File: src/rtl/gray2bin_pkg.sv
`default_nettype none
// +----------------------------------------------------------------------------+
// | Module  : gray2bin_pkg                                                     |
// | Brief   : Shared types, default sizes and Gray-to-binary helper.           |
// | Revision: 1.0 - initial release                                            |
// +----------------------------------------------------------------------------+
package gray2bin_pkg;

  localparam int c_NREQ_DEF   = 4;
  localparam int c_W_DEF      = 4;
  localparam int c_CONV_MAXW  = 64;

  typedef enum logic [0:0] {
    IDLE = 1'b0,
    BUSY = 1'b1
  } state_e;

  // MSB-first running XOR; zero-extended inputs convert correctly at any width.
  function automatic logic [c_CONV_MAXW-1:0] conv(input logic [c_CONV_MAXW-1:0] g);
    logic [c_CONV_MAXW-1:0] b;
    logic                   acc;
    acc = 1'b0;
    b   = '0;
    for (int i = c_CONV_MAXW - 1; i >= 0; i--) begin
      acc  = acc ^ g[i];
      b[i] = acc;
    end
    return b;
  endfunction

endpackage
`default_nettype wire

File: src/rtl/gray2bin_core.sv
`default_nettype none
// +----------------------------------------------------------------------------+
// | Module  : gray2bin_core                                                    |
// | Brief   : Combinational W-bit Gray-to-binary converter.                    |
// | Revision: 1.0 - initial release                                            |
// +----------------------------------------------------------------------------+
module gray2bin_core
  import gray2bin_pkg::*;
#(
  parameter int W = c_W_DEF
) (
  input  logic [W-1:0] gray_i,
  output logic [W-1:0] bin_o
);

  assign bin_o = W'(conv(c_CONV_MAXW'(gray_i)));

endmodule
`default_nettype wire

File: src/rtl/gray2bin_arbiter.sv
`default_nettype none
// +----------------------------------------------------------------------------+
// | Module  : gray2bin_arbiter                                                 |
// | Brief   : Round-robin shared Gray-to-binary converter with valid/ready.    |
// |           Define GRAY_CHECK_EN to flag multi-bit Gray jumps on rsp_err.    |
// | Revision: 1.0 - initial release                                            |
// +----------------------------------------------------------------------------+
module gray2bin_arbiter
  import gray2bin_pkg::*;
#(
  parameter int NREQ = c_NREQ_DEF,
  parameter int W    = c_W_DEF
) (
  input  logic                     clk,
  input  logic                     rst,
  input  logic [NREQ-1:0]          req_valid,
  input  logic [NREQ*W-1:0]        req_gray,
  output logic [NREQ-1:0]          req_ready,
  output logic                     rsp_valid,
  output logic [W-1:0]             rsp_bin,
  output logic [$clog2(NREQ)-1:0]  rsp_id,
  output logic                     rsp_err,
  input  logic                     rsp_ready
);

  localparam int IDW  = $clog2(NREQ);
  localparam int IDXW = IDW + 1;

  state_e           state_q, state_d;
  logic [IDW-1:0]   rr_ptr_q, rr_ptr_d;
  logic [W-1:0]     bin_q, bin_d;
  logic [IDW-1:0]   id_q, id_d;

  logic             w_win_any;
  logic [IDW-1:0]   w_win_id;
  logic [IDXW-1:0]  w_idx;
  logic [W-1:0]     w_win_gray;
  logic [W-1:0]     w_win_bin;

  // Rotating search starting at rr_ptr; the extra index bit absorbs the wrap.
  always_comb begin
    w_win_any = 1'b0;
    w_win_id  = '0;
    w_idx     = '0;
    for (int k = 0; k < NREQ; k++) begin
      w_idx = {1'b0, rr_ptr_q} + IDXW'(k);
      if (w_idx >= IDXW'(NREQ)) begin
        w_idx = w_idx - IDXW'(NREQ);
      end
      if (!w_win_any && req_valid[w_idx[IDW-1:0]]) begin
        w_win_any = 1'b1;
        w_win_id  = w_idx[IDW-1:0];
      end
    end
  end

  assign w_win_gray = req_gray[w_win_id*W +: W];

  gray2bin_core #(
    .W      (W)
  ) u_core (
    .gray_i (w_win_gray),
    .bin_o  (w_win_bin)
  );

  always_comb begin
    state_d   = state_q;
    rr_ptr_d  = rr_ptr_q;
    bin_d     = bin_q;
    id_d      = id_q;
    req_ready = '0;
    unique case (state_q)
      IDLE: begin
        if (w_win_any && !rst) begin
          req_ready[w_win_id] = 1'b1;
          bin_d    = w_win_bin;
          id_d     = w_win_id;
          rr_ptr_d = (w_win_id == IDW'(NREQ - 1)) ? '0 : w_win_id + IDW'(1);
          state_d  = BUSY;
        end
      end
      BUSY: begin
        if (rsp_ready) begin
          state_d = IDLE;
        end
      end
      default: state_d = IDLE;
    endcase
  end

  always_ff @(posedge clk) begin
    if (rst) begin
      state_q  <= IDLE;
      rr_ptr_q <= '0;
      bin_q    <= '0;
      id_q     <= '0;
    end else begin
      state_q  <= state_d;
      rr_ptr_q <= rr_ptr_d;
      bin_q    <= bin_d;
      id_q     <= id_d;
    end
  end

  assign rsp_valid = (state_q == BUSY);
  assign rsp_bin   = bin_q;
  assign rsp_id    = id_q;

`ifdef GRAY_CHECK_EN
  logic [W-1:0]    last_gray_q [NREQ];
  logic [NREQ-1:0] seen_q;
  logic            err_q, err_d;
  logic            w_grant;
  logic [W-1:0]    w_diff;
  int              w_nflip;

  assign w_grant = |req_ready;

  // A repeated code is legal; only jumps of two or more bits are flagged.
  always_comb begin
    err_d   = err_q;
    w_diff  = last_gray_q[w_win_id] ^ w_win_gray;
    w_nflip = 0;
    for (int i = 0; i < W; i++) begin
      w_nflip = w_nflip + int'(w_diff[i]);
    end
    if (w_grant) begin
      err_d = seen_q[w_win_id] && (w_nflip > 1);
    end
  end

  always_ff @(posedge clk) begin
    if (rst) begin
      err_q  <= 1'b0;
      seen_q <= '0;
      for (int i = 0; i < NREQ; i++) begin
        last_gray_q[i] <= '0;
      end
    end else begin
      err_q <= err_d;
      if (w_grant) begin
        last_gray_q[w_win_id] <= w_win_gray;
        seen_q[w_win_id]      <= 1'b1;
      end
    end
  end

  assign rsp_err = err_q;
`else
  assign rsp_err = 1'b0;
`endif

endmodule
`default_nettype wire

File: config.mk
export PLATFORM = sky130hd
export DESIGN_NAME = gray2bin_arbiter
export DESIGN_NICKNAME = d
export VERILOG_FILES = /design/src/rtl/gray2bin_pkg.sv /design/src/rtl/gray2bin_core.sv /design/src/rtl/gray2bin_arbiter.sv
export SDC_FILE = /design/constraint.sdc
export NUM_CORES = 1
export LEC_CHECK = 0
export ABC_CLOCK_PERIOD_IN_PS = 3700
export BUFFER_PORTS_ARGS = -buffer_cell sky130_fd_sc_hd__buf_4
export CELL_PAD_IN_SITES_DETAIL_PLACEMENT = 1
export CELL_PAD_IN_SITES_GLOBAL_PLACEMENT = 1
export CORE_MARGIN = 3
export CORE_UTILIZATION = 34
export DETAILED_ROUTE_END_ITERATION = 10
export PLACE_DENSITY = 0.82
export SYNTH_ARGS = -nofsm -noshare
export SYNTH_HDL_FRONTEND = slang
export SYNTH_SLANG_ARGS = --single-unit
export TNS_END_PERCENT = 10
File: constraint.sdc
create_clock -name clk -period 3.7 [get_ports clk]
set_input_delay 0.74 -clock clk [delete_from_list [all_inputs] [get_ports clk]]
set_output_delay 0.74 -clock clk [all_outputs]
set_load 0.02 [all_outputs]
# Yosys cells after proc, flatten, opt, wreduce, memory -nomap -nowiden
# Cells that the tools add are included.
dict set report word_totals {
  reg_bits 9
  in_bits 23
  output_inout_bits 12
  wordCells 66
}
dict set report op_classes {
  n_addsub 8
  magnitude_cmp 10
  eq_ne 1
  shifts 1
  muxes 28
  n_bitwise 4
  reduce_logical 10
}
# operator count
set op_table {}
lappend op_table {{$mux 2} 9}
lappend op_table {{$shiftx 16x5->4} 1}
lappend op_table {{$lt 2x3->1 const B} 5}
lappend op_table {{$mux 1} 11}
lappend op_table {{$ge 3x3->1 const B} 3}
lappend op_table {{$bmux 1 s2} 4}
lappend op_table {{$mux 4} 2}
lappend op_table {{$sub 2x1->2 const B} 4}
lappend op_table {{$add 2x2->3 const B} 2}
lappend op_table {{$logic_and 1x1->1} 5}
lappend op_table {{$logic_not 1->1} 4}
lappend op_table {{$add 2x1->3 const B} 1}
lappend op_table {{$ge 2x3->1 const B} 1}
lappend op_table {{$xor 1x1->1} 3}
lappend op_table {{$add 2x1->2 const B} 1}
lappend op_table {{$demux 1 s2} 1}
lappend op_table {{$eq 2x2->1 const B} 1}
lappend op_table {{$ge 2x1->1 const B} 1}
lappend op_table {{$pmux 1 s2} 1}
lappend op_table {{$reduce_and 2->1} 1}
lappend op_table {{$not 1->1} 1}

# Depth between registers and ports, before layout
dict set report depth {
  word_depth 20
  depth_mapped 8
  ltp_nobuf 8
}

# Hierarchy
# A second synthesis with hierarchy kept.
dict set report unflattened {
  cells_unflattened 77
  hier_area_um2 640.6
}
# mod instances cells_per_inst area_each_um2 seq_area_each_um2
set by_module_without_submodules {}
lappend by_module_without_submodules {gray2bin_arbiter 1 72 590.6 180.2}
lappend by_module_without_submodules {gray2bin_core 1 5 50.0 0.0}

# Worst setup path after synthesis
# OpenSTA, ideal clock, no wires.
dict set report synth_path {
  kind {input-to-output}
  start {input req_valid[2]}
  end {output req_ready[0]}
  t_arrival_ns 2.130
  required_ns 2.960
  slack_ns 0.830
  stages 7
  path_buffers 1
  path_cell_list {nor2b_2 -> or4b_4 -> buf_6 -> nand2_1 -> inv_1 -> ha_1 -> and2_1}
}
dict set report synth_via {
  elab_chain_len 18
  word_cells_on_any_way 30
  cone_classes {2 x order compare; 20 x mux; 8 x reduce/logical}
}
# item line_no
set synth_lines {}
lappend synth_lines {{from (decl)} gray2bin_arbiter.sv:16} ;# input logic [NREQ-1:0] req_valid,
lappend synth_lines {{$bmux 1 s2} gray2bin_arbiter.sv:50} ;# if (!w_win_any && req_valid[w_idx[IDW-1:0]]) begin
lappend synth_lines {{$mux 1 (not written as such)} gray2bin_arbiter.sv:50}
lappend synth_lines {{$mux 1} gray2bin_arbiter.sv:50}
lappend synth_lines {{$logic_not 1->1} gray2bin_arbiter.sv:50}
lappend synth_lines {{$logic_and 1x1->1} gray2bin_arbiter.sv:50}
lappend synth_lines {{$mux 1} gray2bin_arbiter.sv:50}
lappend synth_lines {{$logic_not 1->1} gray2bin_arbiter.sv:50}
lappend synth_lines {{$logic_and 1x1->1} gray2bin_arbiter.sv:50}
lappend synth_lines {{[3 not listed]} --}
lappend synth_lines {{$mux 2 *} gray2bin_arbiter.sv:50}
lappend synth_lines {{net w_win_id[0]} gray2bin_arbiter.sv:35} ;# logic [IDW-1:0] w_win_id;
lappend synth_lines {{$lt 2x3->1 (not written as such) or $ge 2x1->1 (tied branches)} gray2bin_arbiter.sv:75} ;# req_ready[w_win_id] = 1'b1;
lappend synth_lines {{$logic_and 1x1->1 (not written as such)} gray2bin_arbiter.sv:75}
lappend synth_lines {{$mux 1 (not written as such)} gray2bin_arbiter.sv:75}
lappend synth_lines {{$demux 1 s2 *} gray2bin_arbiter.sv:75}
lappend synth_lines {{$mux 4 *} gray2bin_arbiter.sv:74} ;# if (w_win_any && !rst) begin
lappend synth_lines {{$mux 4 *} gray2bin_arbiter.sv:72} ;# unique case (state_q)
lappend synth_lines {{to (decl)} gray2bin_arbiter.sv:18} ;# output logic [NREQ-1:0] req_ready,
# Mark *: on every way through the listed nets, which the timed path passes. The rest lies on a longest branch. The select of a mux whose other input is x is not followed.

# Worst setup path after layout
# Same ends and word-level chain as after synthesis.

==> results.txt <==
----------------------------------------------------
[Status]
  Run status ... finished, final reports clean

[Clocking]
  # hold bufs at CTS ... 0
  Post-cts repair resize count ... 0
  Clock input transition at the sequential cells of the worst setup and hold paths ... 0.06 ns
  Count of H-tree levels built during CTS ... 1
  Later-pin clock latency in the skew report ... 0.26 ns
  Maximum buffer depth of the clock tree ... 2
  Clock Tree Root ... sky130_fd_sc_hd__clkbuf_4
  Clk sink count ... 9
  TritonCTS buffer count ... 3
  TritonCTS clock tree ... done
  Count of buffers added by post-CTS timing repair for setup ... 0

[Global route]
  Number of antenna violations at the first check in global routing ... 0
  Maximum number of pins on one net before global-route repair ... 16
  Wire length of the first global-routing pass ... 4305 um
  Via count of the first global-routing pass ... 946
  Overall routing resource usage ... 0.1658
  Global-route congestion overflow total ... 0

[STA]
  Worst hold margin ... 0.4845 ns
  Slew Limit Fails ... 0
  Post-Route Setup TNS ... 0 ns
  Setup violation total in the final timing report ... 0
  Final hold violation count ... 0
  Clock Skew ... 0.001817 ns
  Max Clk Rate ... around 0.32 GHz
  Crit share post-route ... 0.8491
  Final critical-path required period ... about 3.1 ns
  Unrepaired setup endpoints after global routing ... false
  Slew headroom ... 0.5973
  Measured slew at the worst slew-check pin ... 0.6041 ns
  Fin worst setup slack ... around 0.56 ns

[Min path]
  Class of the tightest hold or removal check ... flop to flop

[Drt]
  Detailed-route vias per instance ... about 5.5
  DRC viols ... 0
  DR WL/cell ... ~15 um
  Violation count after the first detailed-routing iteration ... 10
  Routed Wire Length ... 2528 um
  Via count of the routed design ... 938
  Number of optimization iterations in the first detailed-route pass ... 4
  Antenna viol nets, final ... 0

[Synthesis]
  Basic-gate share of the synthesized area counting and, or, nand and nor cells ... 0.3812
  Cell count after synthesis ... 110
  Post-synth ARST share ... 0
  Mean instance size in the synthesized netlist ... ~8 um^2
  Post-synth EDFFs ... 0
  Xor-xnor portion of the synthesized cell area ... 0.02813
  Yosys Warn Count ... 0
  Ys flop type ... sky130_fd_sc_hd__dfxtp_1
  Complex-gate fraction of the synthesized area ... 0.2518
  Number of distinct library cells after synthesis ... between 40 and 50
  Post-synthesis adder-cell area fraction ... 0.05626
  Sequential-to-total area share from yosys stat ... 0.2025
  Net Count, Synth ... ~140
  Mux contribution to synthesized area ... 0.02391
  Register bit total from synthesis ... 9
  Post-synthesis instance area ... 889.6 um^2
  Largest family of logic cells by synthesized area ... simple AND/OR/NAND/NOR gates

[Cells and area]
  Fin nets ... 170
  Post-Layout Inst Area ... between 0.001 and 0.0015 mm^2
  Most common cell after layout, fill and taps aside ... sky130_fd_sc_hd__buf_4
  Synthesis-to-finish area growth ... 32.07%
  Highest-count cells in the layout ignoring fill and taps ... 35 x sky130_fd_sc_hd__buf_4, 12 x sky130_fd_sc_hd__nor2_1, 11 x sky130_fd_sc_hd__nand2_1, 9 x sky130_fd_sc_hd__dfxtp_1, 7 x sky130_fd_sc_hd__a21oi_1
  Number of antenna cells inserted ... 0
  Final Core Density ... 0.5021
  Fraction of final layout cells sized beyond drive strength 1 ... 0.3592
  Fillcell total ... 310

[Floorplan]
  Placeable core area ... 0.002340 mm^2
  Die X-Extent ... 57.15 um
  Die Height ... 57.15 um
  Effective utilization at floorplan ... 0.3802
  Placement row count ... 17
  Total Die Area ... 0.003266 mm^2
  Ports ... 35

[Worst setup path]
  Required @ worst endpoint ... around 3 ns
  CP Capture Type ... primary output
  Crit path kind ... primary input to primary output
  Largest delay share family, worst path ... simple AND/OR/NAND/NOR gates
  Worst stage delay on the critical path ... 0.64 ns
  Slowest cell on the critical path ... sky130_fd_sc_hd__or4b_4
  Kind of start point of the critical path ... primary input
  Maximum fanout along the worst path ... 13
  Top cell by count, worst path ... sky130_fd_sc_hd__buf_4
  Worst Path Arrival ... 2.40 ns
  Cells along the critical path ... buf_4 -> nor2b_2 -> or4b_4 -> nand2_1 -> inv_1 -> ha_1 -> and2_1 -> buf_4
  Buffers plus inverters on the worst setup path ... 3

[Run]
  Max-cap check violation count ... 0

[Power]
  Power per cell area ... ~420 mW/mm^2
  Static leakage ... 0.5358 nW
  Maximum resistive drop on vdd ... 0.0002670 V

[Placed design]
  HPWL after DPL ... 2133 um
  PortBufs ... 33
  Placement-stage worst setup slack ... just under 0.5 ns
  Global placement routability congestion ... 0.7712
  DP Area ... 0.001149 mm^2

----------------------------------------------------
metrics by stage:
stage,cells,power [W]
2_1_floorplan,110,0.0003313
3_3_place_gp,166,0.0004053
3_5_place_dp,166,0.0004192
4_1_cts,170,0.0004979
5_1_grt,170,0.0005340
6_report,170,0.0004886
registers in the layout (all words and copies together), names as in the netlist:
signal     count
rr_ptr_q       2
rsp_valid      1
rsp_id         2
rsp_bin        4
layout make-up:
type                            count  area [um^2]  area share
Sequential cell                     9        180.2      0.1534
Timing Repair Buffer               35        262.8      0.2236
Tap cell                           28        35.03     0.02982
Clock buffer                        4        26.28     0.02236
Multi-Input combinational cell     92        663.1      0.5644
Inverter                            2        7.507    0.006390
worst paths after layout:
| path | start | to | slack [ns] | depth (start not counted) |
|---|---|---|---|---|
| worst max-delay path | req_valid[2] | req_ready[0] | 0.56 | 8 |
| worst max register to register | rr_ptr_q[1] | rsp_bin[0] | 0.99 | 6 |
| worst min register to register | rsp_id[1] | rsp_id[1] | 0.48 | 2 |
| worst min-delay path | rsp_id[1] | rsp_id[1] | 0.48 | 2 |
cell families after synthesis:
group / count (synthesis)
xor+xnor: 2
compound gates: 24
other cells: 1
buf+inv: 9
simple gates: 59
fa+ha+maj: 4
flops: 9
mux: 2
metal layers:
| metal | vias to the layer above | global-route usage | share of wire |
|---|---|---|---|
| met2 | 30 | 0.3181 | 0.53 |
| met4 | 0 | 0.01987 | 0 |
| met1 | 447 | 0.1855 | 0.41 |
| li1 | 461 | - | - |
| met3 | 0 | 0.04525 | 0.057 |
| met5 | - | 0 | 0 |
worst min-delay path: cells and delay by family, from the launching register on:
kind	cells	cell delay, ns
and+or+nand+nor	1	0.06
AOI/OAI and AO/OA	1	0.06
DFF	1	0.31
cell usage after synthesis, types with 2 or more instances:
library cell	n	area [um^2]
sky130_fd_sc_hd__nor3b_1	6	45.04
sky130_fd_sc_hd__a21bo_1	2	20.02
sky130_fd_sc_hd__nor4_1	4	25.02
sky130_fd_sc_hd__and2_1	4	25.02
sky130_fd_sc_hd__clkbuf_1	4	15.01
sky130_fd_sc_hd__dfxtp_1	9	180.2
sky130_fd_sc_hd__a221o_1	2	20.02
sky130_fd_sc_hd__and3_1	3	18.77
sky130_fd_sc_hd__nand3_1	5	25.02
sky130_fd_sc_hd__ha_1	4	50.05
sky130_fd_sc_hd__nand2_1	11	41.29
sky130_fd_sc_hd__a21oi_1	7	35.03
sky130_fd_sc_hd__a21o_1	2	15.01
sky130_fd_sc_hd__nor2_1	12	45.04
sky130_fd_sc_hd__a221oi_1	2	17.52
sky130_fd_sc_hd__nor2b_1	3	18.77
sky130_fd_sc_hd__nor3_1	3	15.01
power breakdown:
group | internal [W] | switching, W | total (W) | leakage (nW)
logic | 0.000129 | 0.000150 | 0.000279 | 0.446
registers | 0.000117 | 0.0000181 | 0.000135 | 0.0747
clock network | 0.0000415 | 0.0000339 | 0.0000754 | 0.0150
total | 0.000287 | 0.000202 | 0.000489 | 0.536
Note: power is estimated with default switching activity, not from simulation.
